[src/rtl/tensor_commit_arb.sv]
// Commit arbiter: round-robin over NUM_REQS sources with packet locking and a registered output beat.
// Optional sticky watchdog on over-long locked packets: define VX_TCARB_WATCHDOG_EN.
module tensor_commit_arb #(
  parameter int NUM_REQS  = 2,
  parameter int DATAW     = 64,
  parameter int MAX_BEATS = 8,
  localparam int SEL_W    = (NUM_REQS > 1) ? $clog2(NUM_REQS) : 1
) (
  input  logic                      clk,
  input  logic                      reset,
  input  logic [NUM_REQS-1:0]       in_valid,
  output logic [NUM_REQS-1:0]       in_ready,
  input  logic [NUM_REQS*DATAW-1:0] in_data,
  input  logic [NUM_REQS-1:0]       in_sop,
  input  logic [NUM_REQS-1:0]       in_eop,
  output logic                      out_valid,
  input  logic                      out_ready,
  output logic [DATAW-1:0]          out_data,
  output logic                      out_sop,
  output logic                      out_eop,
  output logic [SEL_W-1:0]          out_sel
`ifdef VX_TCARB_WATCHDOG_EN
  ,
  output logic                      wd_err
`endif
);

  typedef enum logic {UNLOCKED, LOCKED} state_e;

  state_e             state_q, state_d;
  logic [SEL_W-1:0]   lock_src_q, lock_src_d;
  logic [SEL_W-1:0]   rr_ptr_q, rr_ptr_d;
  logic               out_valid_q, out_valid_d;
  logic [DATAW-1:0]   out_data_q, out_data_d;
  logic               out_sop_q, out_sop_d;
  logic               out_eop_q, out_eop_d;
  logic [SEL_W-1:0]   out_sel_q, out_sel_d;

  logic [SEL_W-1:0]   gnt_idx;
  logic               gnt_any;
  logic               slot_free;
  logic               in_fire;
  logic [DATAW-1:0]   data_arr [NUM_REQS];
  logic               fire_sop;
  logic               fire_eop;

  assign slot_free = !out_valid_q || out_ready;

  // Unpack the flat payload bus and form per-source accepts.
  for (genvar gi = 0; gi < NUM_REQS; gi++) begin : g_src
    assign data_arr[gi] = in_data[gi*DATAW +: DATAW];
    assign in_ready[gi] = reset && gnt_any && (gnt_idx == SEL_W'(gi)) && slot_free;
  end

  assign in_fire  = |(in_valid & in_ready);
  assign fire_sop = in_sop[gnt_idx];
  assign fire_eop = in_eop[gnt_idx];

  // Locked: stick to the owner. Unlocked: first valid at or above rr_ptr, else lowest valid (wrap).
  always_comb begin
    gnt_idx = '0;
    gnt_any = 1'b0;
    if (state_q == LOCKED) begin
      gnt_idx = lock_src_q;
      gnt_any = 1'b1;
    end else begin
      for (int i = 0; i < NUM_REQS; i++) begin
        if (!gnt_any && in_valid[i] && (SEL_W'(i) >= rr_ptr_q)) begin
          gnt_any = 1'b1;
          gnt_idx = SEL_W'(i);
        end
      end
      for (int i = 0; i < NUM_REQS; i++) begin
        if (!gnt_any && in_valid[i]) begin
          gnt_any = 1'b1;
          gnt_idx = SEL_W'(i);
        end
      end
    end
  end

  always_comb begin
    state_d     = state_q;
    lock_src_d  = lock_src_q;
    rr_ptr_d    = rr_ptr_q;
    out_valid_d = out_valid_q;
    out_data_d  = out_data_q;
    out_sop_d   = out_sop_q;
    out_eop_d   = out_eop_q;
    out_sel_d   = out_sel_q;
    if (in_fire) begin
      if (state_q == UNLOCKED && fire_sop && !fire_eop) begin
        state_d    = LOCKED;
        lock_src_d = gnt_idx;
      end else if (state_q == LOCKED && fire_eop) begin
        state_d = UNLOCKED;
      end
      // Fairness advances only at packet boundaries.
      if (fire_eop) begin
        rr_ptr_d = (gnt_idx == SEL_W'(NUM_REQS - 1)) ? '0 : gnt_idx + 1'b1;
      end
      out_valid_d = 1'b1;
      out_data_d  = data_arr[gnt_idx];
      out_sop_d   = fire_sop;
      out_eop_d   = fire_eop;
      out_sel_d   = gnt_idx;
    end else if (out_ready) begin
      out_valid_d = 1'b0;
    end
  end

  always_ff @(posedge clk) begin
    if (!reset) begin
      state_q     <= UNLOCKED;
      lock_src_q  <= '0;
      rr_ptr_q    <= '0;
      out_valid_q <= 1'b0;
      out_data_q  <= '0;
      out_sop_q   <= 1'b0;
      out_eop_q   <= 1'b0;
      out_sel_q   <= '0;
    end else begin
      state_q     <= state_d;
      lock_src_q  <= lock_src_d;
      rr_ptr_q    <= rr_ptr_d;
      out_valid_q <= out_valid_d;
      out_data_q  <= out_data_d;
      out_sop_q   <= out_sop_d;
      out_eop_q   <= out_eop_d;
      out_sel_q   <= out_sel_d;
    end
  end

  assign out_valid = out_valid_q;
  assign out_data  = out_data_q;
  assign out_sop   = out_sop_q;
  assign out_eop   = out_eop_q;
  assign out_sel   = out_sel_q;

`ifdef VX_TCARB_WATCHDOG_EN
  localparam int CNT_W = $clog2(MAX_BEATS + 1);

  logic [CNT_W-1:0] wd_cnt_q, wd_cnt_d;
  logic             wd_err_q, wd_err_d;

  // The locking sop beat counts too, so the count equals beats of the open packet.
  always_comb begin
    wd_cnt_d = wd_cnt_q;
    wd_err_d = wd_err_q;
    if (state_d == UNLOCKED) begin
      wd_cnt_d = '0;
    end else if (in_fire && (wd_cnt_q != CNT_W'(MAX_BEATS))) begin
      wd_cnt_d = wd_cnt_q + 1'b1;
    end
    if (wd_cnt_d == CNT_W'(MAX_BEATS)) begin
      wd_err_d = 1'b1;
    end
  end

  always_ff @(posedge clk) begin
    if (!reset) begin
      wd_cnt_q <= '0;
      wd_err_q <= 1'b0;
    end else begin
      wd_cnt_q <= wd_cnt_d;
      wd_err_q <= wd_err_d;
    end
  end

  assign wd_err = wd_err_q;
`endif

endmodule

[config.mk]
export PLATFORM = sky130hd
export DESIGN_NAME = tensor_commit_arb
export DESIGN_NICKNAME = d
export VERILOG_FILES = /design/src/rtl/tensor_commit_arb.sv
export SDC_FILE = /design/constraint.sdc
export NUM_CORES = 1
export LEC_CHECK = 0
export BUFFER_PORTS_ARGS = -buffer_cell sky130_fd_sc_hd__buf_2
export CAP_MARGIN = 0
export CORE_MARGIN = 4
export CORE_UTILIZATION = 37
export CTS_BUF_LIST = sky130_fd_sc_hd__clkbuf_16
export DETAILED_ROUTE_END_ITERATION = 6
export GPL_TIMING_DRIVEN = 0
export PLACE_DENSITY = 0.82
export SYNTH_ARGS = -nofsm -noshare
export SYNTH_HDL_FRONTEND = slang
export SYNTH_SLANG_ARGS = --single-unit
[constraint.sdc]
create_clock -name clk -period 1.5 [get_ports clk]
set_input_delay 0.3 -clock clk [delete_from_list [all_inputs] [get_ports clk]]
set_output_delay 0.3 -clock clk [all_outputs]
set_load 0.02 [all_outputs]
==> out/metrics.yaml, run 1 <==
routed_via_density: 5.12
netlist.area_leader.share_pct: 46.7
power_frac_comb_pct: 25.1
dr.pass1.iters: 4
areaGrowthSynthToFinish_pct: 67.6
use_met2_pct: 40.4
synth_cells: 401
rrSetupSlack_ns: -0.12
syn_area_mm2: 0.00304
syn-num-nets: 538
powerDensity_mw_per_mm2: 1150
io_pins: 207
place_inst: 708
hold_viol: 0
cts_hold_buf: 0
timing.hold.ws_ns: 0.207
final_max_slew_viol_count: 0
endpoint: "in_ready[0]"
rsz0062_at_grt: "true"
routed_wirelength_mm: 11.6
initial_utilization_pct: 38.8
overflow: 0
fin_nets: 774
globalRoute.busiestLayer: "met2"
grt_start_max_net_pins: 13
worst_pin_slew_ns: 0.402
row_count: 32
portBuffers: 205
synth-seq-cells: 71
critPathMaxFanout: 3
fill_cells: 695
cp_data_required_time_ns: 1.20
antenna_found_initial: 0
finalPower_w: 0.00584
seq_area_frac_synth_pct: 46.7
final_cell_mix: "buf_2 (205), nand2_1 (129), dfxtp_1 (69)"
syn_avg_cell_area_um2: 7.59
crit_path_start: "state_q"
clkSlewWorstSetupHoldPaths_ns: 0.06
grt_use_total_pct: 23.1
die_h_um: 98.7
dr_total_vias: 3809
antenna_left: 0
period_share_pct: 113
fin_ws_ns: -0.200
antenna_cells: 0
root_buffer: "clkbuf_16"
violations: "setup timing"
maxCapViolations: 0
gp_congestion: 0.921
synth.distinct_cells: 28
internal_power_w: 0.00417
yosysWarnings: 0
grt_pass1_vias: 3830
finalSetupViolCount: 62
wire_per_inst_um: 15.6
final_common_cell: "buf_2"
die_area_mm2: 0.00974
switchingPower_w: 0.00167
die_w_um: 98.7
use_met3_pct: 5.66
r2r_start: "state_q"
cts_tree: "yes"
clkLatencyLatePin_ns: 0.32
status: "finished with violations"
hpwl_mm: 8.18
fin_cells: 744
peakVddDrop_mv: 0.540
coreArea_mm2: 0.00785
tns_ns: -4.78
worstPathArrival_ns: 1.40
skew_ns: 0.00845
rr_worst_depth: 8
cts.sinks: 71
grtUsageMet1_pct: 27.6
clockBufferDepth: 2
layout-drive-gt1-share_pct: 44.5
cellLeakagePower_nw: 2.53
hp-class: "in -> reg"
h-tree-depth: 3
synth_area_leader_cell: "dfxtp_1"
critical_path_class: "reg -> out"
remaining_drc_errors: 0
cp-end-kind: "output port"
clockPowerShare_pct: 38.2
seq_power_share_pct: 36.7
fmax_ghz: 0.588
startpoint_type: "register"
maxSlewHeadroom_pct: 73.2
ys_top_cells_by_area: "dfxtp_1 (47%), nand2_1 (16%), a31oi_1 (13%)"
grt_pass1_wl_mm: 18.4
cts_made_buffers: 9
swShare_pct: 28.7
drt_iter0_drc: 166
rr_endpoint: "out_data[42]"
fin_crit_ns: 1.70
==> synthesized netlist by cell type <==
| cell | n |
|---|---|
| nand2_1 | 130 |
| dfxtp_1 | 71 |
| o21ai_0 | 67 |
| a31oi_1 | 64 |
| clkbuf_1 | 17 |
| buf_2 | 15 |
| nor2_1 | 5 |
| a21oi_1 | 4 |
| buf_4 | 3 |
| mux2i_1 | 3 |
| a21boi_0 | 2 |
| clkbuf_2 | 2 |
| nand2b_1 | 2 |
| o21a_1 | 2 |
| a211o_1 | 1 |
| a211oi_4 | 1 |
| a311oi_1 | 1 |
| a41o_1 | 1 |
| and2_1 | 1 |
| and3_1 | 1 |
| buf_1 | 1 |
| inv_1 | 1 |
| nand4b_1 | 1 |
| nor2b_1 | 1 |
| nor3_1 | 1 |
| o21ai_2 | 1 |
| o221a_2 | 1 |
| o31ai_1 | 1 |
==> through the flow <==
stage	instance area, µm²	setup WS (ns)	utilization (%)
6_report	5100	-0.200	65.0
5_1_grt	5100	-0.239	65.0
4_1_cts	5060	-0.262	64.5
3_5_place_dp	4210	-0.481	53.6
3_3_place_gp	4210	-0.436	53.6
2_1_floorplan	3050	-0.0263	-
==> registers in the layout, summed over array words and instances, names as in the netlist <==
register and count:
out_eop 1, out_valid 1, rr_ptr_q 1, state_q 1, lock_src_q 1, out_sel 1
out_data 64, out_sop 1
==> cells by family after synthesis <==
logic type      synth area share (%)
mux                            0.987
simple gates                    18.1
compound gates                  28.3
buf+inv                         5.88
flops                           46.7
==> worst max-delay path: stages (launching register included) <==
cell and delay (ns):
dfxtp_4 0.35, nand2b_4 0.14, buf_6 0.12, o21ai_4 0.18, buf_8 0.12, nor2_4 0.03, buf_6 0.13
==> timing repair <==
| item | 4_1_cts | 5_1_grt |
|---|---|---|
| buffers inserted | 13 | 5 |
| gates resized for setup | 112 | 20 |
| gates cloned | 7 | 0 |
| endpoints found under the setup margin | 72 | 71 |
| pin swaps | 6 | 2 |
==> power groups by stage <==
stage	Combinational [W]	Sequential, W	Clock, W
after detailed placement	0.00117	0.00218	0
after floorplan	0.000464	0.00238	0
final	0.00146	0.00215	0.00223
after CTS	0.00144	0.00214	0.00227
after global placement	0.00115	0.00217	0
after global routing	0.00159	0.00217	0.00236
==> cell type report <==
| cell class | instances | area [µm²] | share of cell area (%) |
|---|---|---|---|
| Buffer | 36 | 412 | 8.07 |
| Clock buffer | 9 | 225 | 4.42 |
| Clock inverter | 7 | 87.6 | 1.72 |
| Inverter | 1 | 3.75 | 0.0736 |
| Multi-Input combinational cell | 291 | 1510 | 29.5 |
| Sequential cell | 71 | 1430 | 28.0 |
| Tap cell | 102 | 128 | 2.50 |
| Timing Repair Buffer | 227 | 1310 | 25.7 |
==> layer usage <==
metal	routed length (µm)	vias up
met5	0	-
met4	136	0
met3	901	13
met2	5780	178
met1	4760	1742
li1	-	1876
==> worst min-delay path by stage <==
stage              start  slack (ns)        to  cells past startpoint
2_1_floorplan  in_eop[1]        0.41  rr_ptr_q                      1
3_3_place_gp    rr_ptr_q        0.52  rr_ptr_q                      2
3_5_place_dp    rr_ptr_q        0.53  rr_ptr_q                      2
5_1_grt        in_eop[1]        0.21  rr_ptr_q                      2
6_report       in_eop[1]        0.21  rr_ptr_q                      2
4_1_cts        in_eop[1]        0.19  rr_ptr_q                      2
No activity file was read; power rests on OpenSTA's default activity.
==> run 2, diff against run 1 <==
==> config.mk (replaced) <==
export PLATFORM = sky130hd
export DESIGN_NAME = tensor_commit_arb
export DESIGN_NICKNAME = d
export VERILOG_FILES = /design/src/rtl/tensor_commit_arb.sv
export SDC_FILE = /design/constraint.sdc
export NUM_CORES = 1
export LEC_CHECK = 0
export CAP_MARGIN = 0
export CORE_MARGIN = 4
export CORE_UTILIZATION = 56
export CTS_BUF_LIST = sky130_fd_sc_hd__clkbuf_16
export DETAILED_ROUTE_END_ITERATION = 6
export DONT_BUFFER_PORTS = 1
export GPL_TIMING_DRIVEN = 0
export PLACE_DENSITY = 0.81
export SYNTH_ARGS = -nofsm -noshare
export SYNTH_HDL_FRONTEND = slang
export SYNTH_SLANG_ARGS = --single-unit
==> run 2 against run 1 <==
The run still ends with setup timing left. Combinational power decreased by 48%. Count of clock-buffer cells in the layout unchanged. Fmax increased by 5.3%. Critical path type unchanged. Register-to-register slack improved by 0.06 ns. Via count decreased by 18%. Worst setup slack improved by 0.086 ns. Flip-flop and latch count unchanged. Worst hold slack got worse by 0.11 ns. Core utilization increased by 8.0 points. Non-clock buffer count decreased by 211. First-iteration DRC count increased by 17%. Sequential power increased by 12%.
==> out/metrics.yaml, run 2 (synthesis gave the netlist of run 1 again) <==
status: "finished with violations"
root_buffer: "clkbuf_16"
row_count: 26
cp_data_required_time_ns: 1.20
coreArea_mm2: 0.00517
fill_cells: 408
grt_pass1_vias: 2881
die_w_um: 81.7
hpwl_mm: 6.98
initial_utilization_pct: 58.8
peakVddDrop_mv: 0.939
io_pins: 207
die_h_um: 81.7
cts_tree: "yes"
areaGrowthSynthToFinish_pct: 24.1
cts.sinks: 71
rrSetupSlack_ns: -0.06
final_common_cell: "nand2_1"
rsz0062_at_grt: "true"
cts_hold_buf: 0
hp-class: "in -> reg"
portBuffers: 0
holdPathStages: 1
layout-drive-gt1-share_pct: 16.9
dr.pass1.iters: 5
fmax_ghz: 0.619
grt_use_total_pct: 27.9
worst-path-stages: 4
h-tree-depth: 3
wire_per_inst_um: 19.9
crit_chain: "nand2b_4 -> o21a_4 -> clkbuf_16 -> nor2_4"
fin_ws_ns: -0.114
critPathMaxStageDelay_ns: 0.35
skew_ns: 0.00264
cp_num_buf_inv: 1
rr_worst_depth: 7
powerDensity_mw_per_mm2: 1320
drt_iter0_drc: 194
grt_pass1_wl_mm: 14.2
hold_viol: 0
fin_nets: 563
cpLargestDelayFamily: "flip-flops"
routed_wirelength_mm: 9.97
maxSlewHeadroom_pct: 74.1
antenna_found_initial: 0
maxCapViolations: 0
worstPathArrival_ns: 1.31
finalSetupViolCount: 19
cts_made_buffers: 9
grt_start_max_net_pins: 12
antenna_left: 0
critPathMaxFanout: 4
slowest_stage: "dfxtp_4"
clkLatencyLatePin_ns: 0.32
remaining_drc_errors: 0
tns_ns: -0.891
startpoint_type: "register"
dr_total_vias: 3111
final_util_pct: 73.0
critical_path_class: "reg -> out"
largest_reg_flops: 64
cp-end-kind: "output port"
clkSlewWorstSetupHoldPaths_ns: 0.05
period_share_pct: 108
worst_pin_slew_ns: 0.389
fin_crit_ns: 1.61
violations: "setup timing"
die_area_mm2: 0.00668
final_cell_mix: "nand2_1 (129), dfxtp_1 (68), a31oi_1 (64)"
overflow: 0
final_max_slew_viol_count: 0
antenna_cells: 0
clockBufferDepth: 2
routed_via_density: 6.21
cellLeakagePower_nw: 1.55
gp_congestion: 0.842
[run 2: cell types whose count changed in the layout (fill, tap and decap cells not counted), sizes merged]
cell / before / now
clkinvlp: 2 / 0
clkbuf: 26 / 27
bufbuf: 1 / 0
clkinv: 3 / 7
buf: 245 / 34
bufinv: 2 / 0
[run 2: area by class of cell]
cell class	count	area, µm²	area share, %
clock buffer	9	225	5.96
timing repair buffer	16	158	4.17
buffer	36	315	8.35
inverter	1	3.75	0.0994
tap	70	87.6	2.32
multi-input combinational	291	1530	40.4
clock inverter	7	30.0	0.795
sequential	71	1430	37.9
[run 2: through the flow]
step / worst slack, ns / total power [W] / cell area (µm²) / std cells / hold slack (ns)
6_report: -0.114 / 0.00498 / 3780 / 501 / 0.0971
5_1_grt: -0.150 / 0.00520 / 3780 / 501 / 0.108
4_1_cts: -0.146 / 0.00490 / 3590 / 494 / 0.0773
3_5_place_dp: -0.350 / 0.00302 / 3140 / 471 / 0.417
3_3_place_gp: -0.334 / 0.00300 / 3140 / 471 / 0.412
2_1_floorplan: -0.0263 / 0.00285 / 3050 / 401 / 0.407
[run 2: worst paths after layout]
kind,startpoint,end
max,state_q,in_ready[1]
max reg2reg,lock_src_q,out_data[21]
min,in_eop[1],rr_ptr_q
min reg2reg,rr_ptr_q,rr_ptr_q
[run 2: metal layers]
metal	up-vias	share of wire (%)	GRT usage [%]
met5	-	0	0
met4	0	2.7	14.0
met3	27	11	9.10
met2	184	50	47.7
met1	1442	36	31.1
li1	1458	-	-
[run 2: repair_timing]
item,in CTS,in global routing
setup buffers,9,3
cloned,0,4
resized for setup,43,42
pin swaps,4,4
endpoints found under the setup margin,72,70
[run 2: power breakdown]
part           switching [W]  total [W]  internal (W)  leakage (nW)
clock               0.000738    0.00182       0.00108         0.129
sequential          0.000334    0.00240       0.00206         0.589
combinational       0.000422   0.000765      0.000342         0.827
==> run 3, diff against run 2 <==
--- a/config.mk
+++ b/config.mk
@@ -12,7 +12,9 @@
 export DETAILED_ROUTE_END_ITERATION = 6
 export DONT_BUFFER_PORTS = 1
 export GPL_TIMING_DRIVEN = 0
+export MAX_ROUTING_LAYER = met4
 export PLACE_DENSITY = 0.81
+export SKIP_LAST_GASP = 1
 export SYNTH_ARGS = -nofsm -noshare
 export SYNTH_HDL_FRONTEND = slang
 export SYNTH_SLANG_ARGS = --single-unit
==> run 3 against run 2 <==
The flow still finishes with violations (setup timing). Total power grew 1.0%. Sequential power about the same. First-iteration DRC count decreased by 31%. Critical path depth stayed put. Clock skew up 0.00081 ns. Worst hold slack worse by 0.00074 ns. Highest routed layer unchanged. Sequential share of layout area fell by 0.95 points. Fmax fell by 0.18%. Final area is 2.6% higher. Critical path type unchanged. Clock power hardly changed. Flip-flop and latch count unchanged.
==> out/metrics.yaml, run 3 (synthesis gave the netlist of run 1 again) <==
rr_endpoint: "out_data[10]"
critPathMaxFanout: 4
finalPower_w: 0.00503
hpwl_mm: 6.98
maxCapViolations: 0
layout-drive-gt1-share_pct: 18.5
hp-class: "in -> reg"
rrSetupSlack_ns: -0.08
grt_use_total_pct: 28.8
antenna_left: 0
initial_utilization_pct: 58.8
fin_ws_ns: -0.117
dr.pass1.iters: 4
antenna_found_initial: 0
period_share_pct: 108
power_frac_comb_pct: 16.1
status: "finished with violations"
dr_total_vias: 3156
fin_nets: 565
switchingPower_w: 0.00151
worst_pin_slew_ns: 0.565
violations: "setup timing"
peakVddDrop_mv: 0.947
rr_worst_depth: 7
final_common_cell: "nand2_1"
finalSetupViolCount: 33
swShare_pct: 30.0
h-tree-depth: 3
areaGrowthSynthToFinish_pct: 27.3
critical_path_class: "reg -> out"
coreArea_mm2: 0.00517
internal_power_w: 0.00352
clkLatencyLatePin_ns: 0.32
fin_cells: 503
cts_made_buffers: 9
portBuffers: 0
routed_via_density: 6.27
io_pins: 207
row_count: 26
remaining_drc_errors: 0
fmax_ghz: 0.618
die_area_mm2: 0.00668
gp_congestion: 0.855
grt_pass1_vias: 2871
rsz0062_at_grt: "true"
maxSlewHeadroom_pct: 62.3
clkSlewWorstSetupHoldPaths_ns: 0.05
multi_input_comb_area_mm2: 0.00155
wire_per_inst_um: 20.2
cp-end-kind: "output port"
largest_reg_flops: 64
place_inst: 471
cts.sinks: 71
grt_pass1_wl_mm: 14.2
hold_end: "rr_ptr_q"
final_util_pct: 74.9
antenna_cells: 0
skew_ns: 0.00345
fin_crit_ns: 1.62
cellLeakagePower_nw: 1.58
ff_latch_area_mm2: 0.00143
r2r_start: "lock_src_q"
startpoint_type: "register"
seq_power_share_pct: 47.7
die_w_um: 81.7
grt_start_max_net_pins: 12
routed_wirelength_mm: 10.2
final_cell_mix: "nand2_1 (129), dfxtp_1 (68), a31oi_1 (64)"
pre_cts_ws_ns: -0.350
final_max_slew_viol_count: 0
crit_path_start: "state_q"
clockPowerShare_pct: 36.2
hold_viol: 0
worstPathArrival_ns: 1.32
die_h_um: 81.7
holdPathStages: 1
overflow: 0
cp_data_required_time_ns: 1.20
powerDensity_mw_per_mm2: 1300
cts_tree: "yes"
fill_cells: 387
worstHoldStart: "in_eop[1]"
drt_iter0_drc: 133
root_buffer: "clkbuf_16"
clockBufferDepth: 2
run 3: changes by cell type in the layout (fill, tap and decap cells not counted), sizes merged:
cell | before | now
clkbuf | 27 | 29
run 3: cell type report:
cell class	instances	share of cell area, %
plain buffers	36	8.56
clock buffers	9	5.81
clock inverters	7	0.775
inverters	1	0.0969
multi-input cells	291	39.9
flip-flops and latches	71	36.9
well taps	70	2.26
repair buffers	18	5.68
run 3: through the flow:
| stage | hold WS, ns | TNS [ns] | area [µm²] |
|---|---|---|---|
| 2_1_floorplan | 0.407 | -0.0263 | 3050 |
| 3_3_place_gp | 0.412 | -20.90 | 3140 |
| 3_5_place_dp | 0.417 | -19.02 | 3140 |
| 4_1_cts | 0.0773 | -0.469 | 3590 |
| 5_1_grt | 0.108 | -4.39 | 3870 |
| 6_report | 0.0964 | -1.02 | 3870 |
run 3: power groups by stage:
| stage | sequential [W] | combinational [W] | clock [W] |
|---|---|---|---|
| finish | 0.00240 | 0.000812 | 0.00182 |
| global route | 0.00242 | 0.000892 | 0.00194 |
| CTS | 0.00240 | 0.000670 | 0.00184 |
| detailed placement | 0.00243 | 0.000585 | 0 |
| global placement | 0.00243 | 0.000568 | 0 |
| floorplan | 0.00238 | 0.000464 | 0 |
run 3: per-layer routing:
metal | track usage, % | part of all wire (%) | vias up
met2 | 47.8 | 51 | 175
met1 | 31.4 | 36 | 1492
met4 | 14.0 | 2.1 | 0
li1 | - | - | 1467
met3 | 8.77 | 11 | 22
met5 | - | 0 | -
run 3: critical path, cell delays in order, from the launching register on:
cell and delay, ns:
dfxtp_4 0.35, nand2b_4 0.15, o21a_4 0.21, clkbuf_16 0.14
nor2_4 0.14
run 3: how the worst max path moves through the flow:
stage / endpoint / slack (ns) / depth (start not counted)
2_1_floorplan: in_ready[1] / -0.03 / 6
6_report: in_ready[1] / -0.12 / 4
4_1_cts: in_ready[1] / -0.15 / 4
3_5_place_dp: out_data[45] / -0.35 / 6
3_3_place_gp: out_data[40] / -0.33 / 6
5_1_grt: in_ready[1] / -0.15 / 4
run 3: repair_timing:
action / 4_1_cts / 5_1_grt
gates resized for setup: 43 / 57
endpoints found under the setup margin: 72 / 70
setup buffers: 9 / 4
hold buffers: 0 / 0
cloned: 0 / 5
pin swaps: 4 / 4
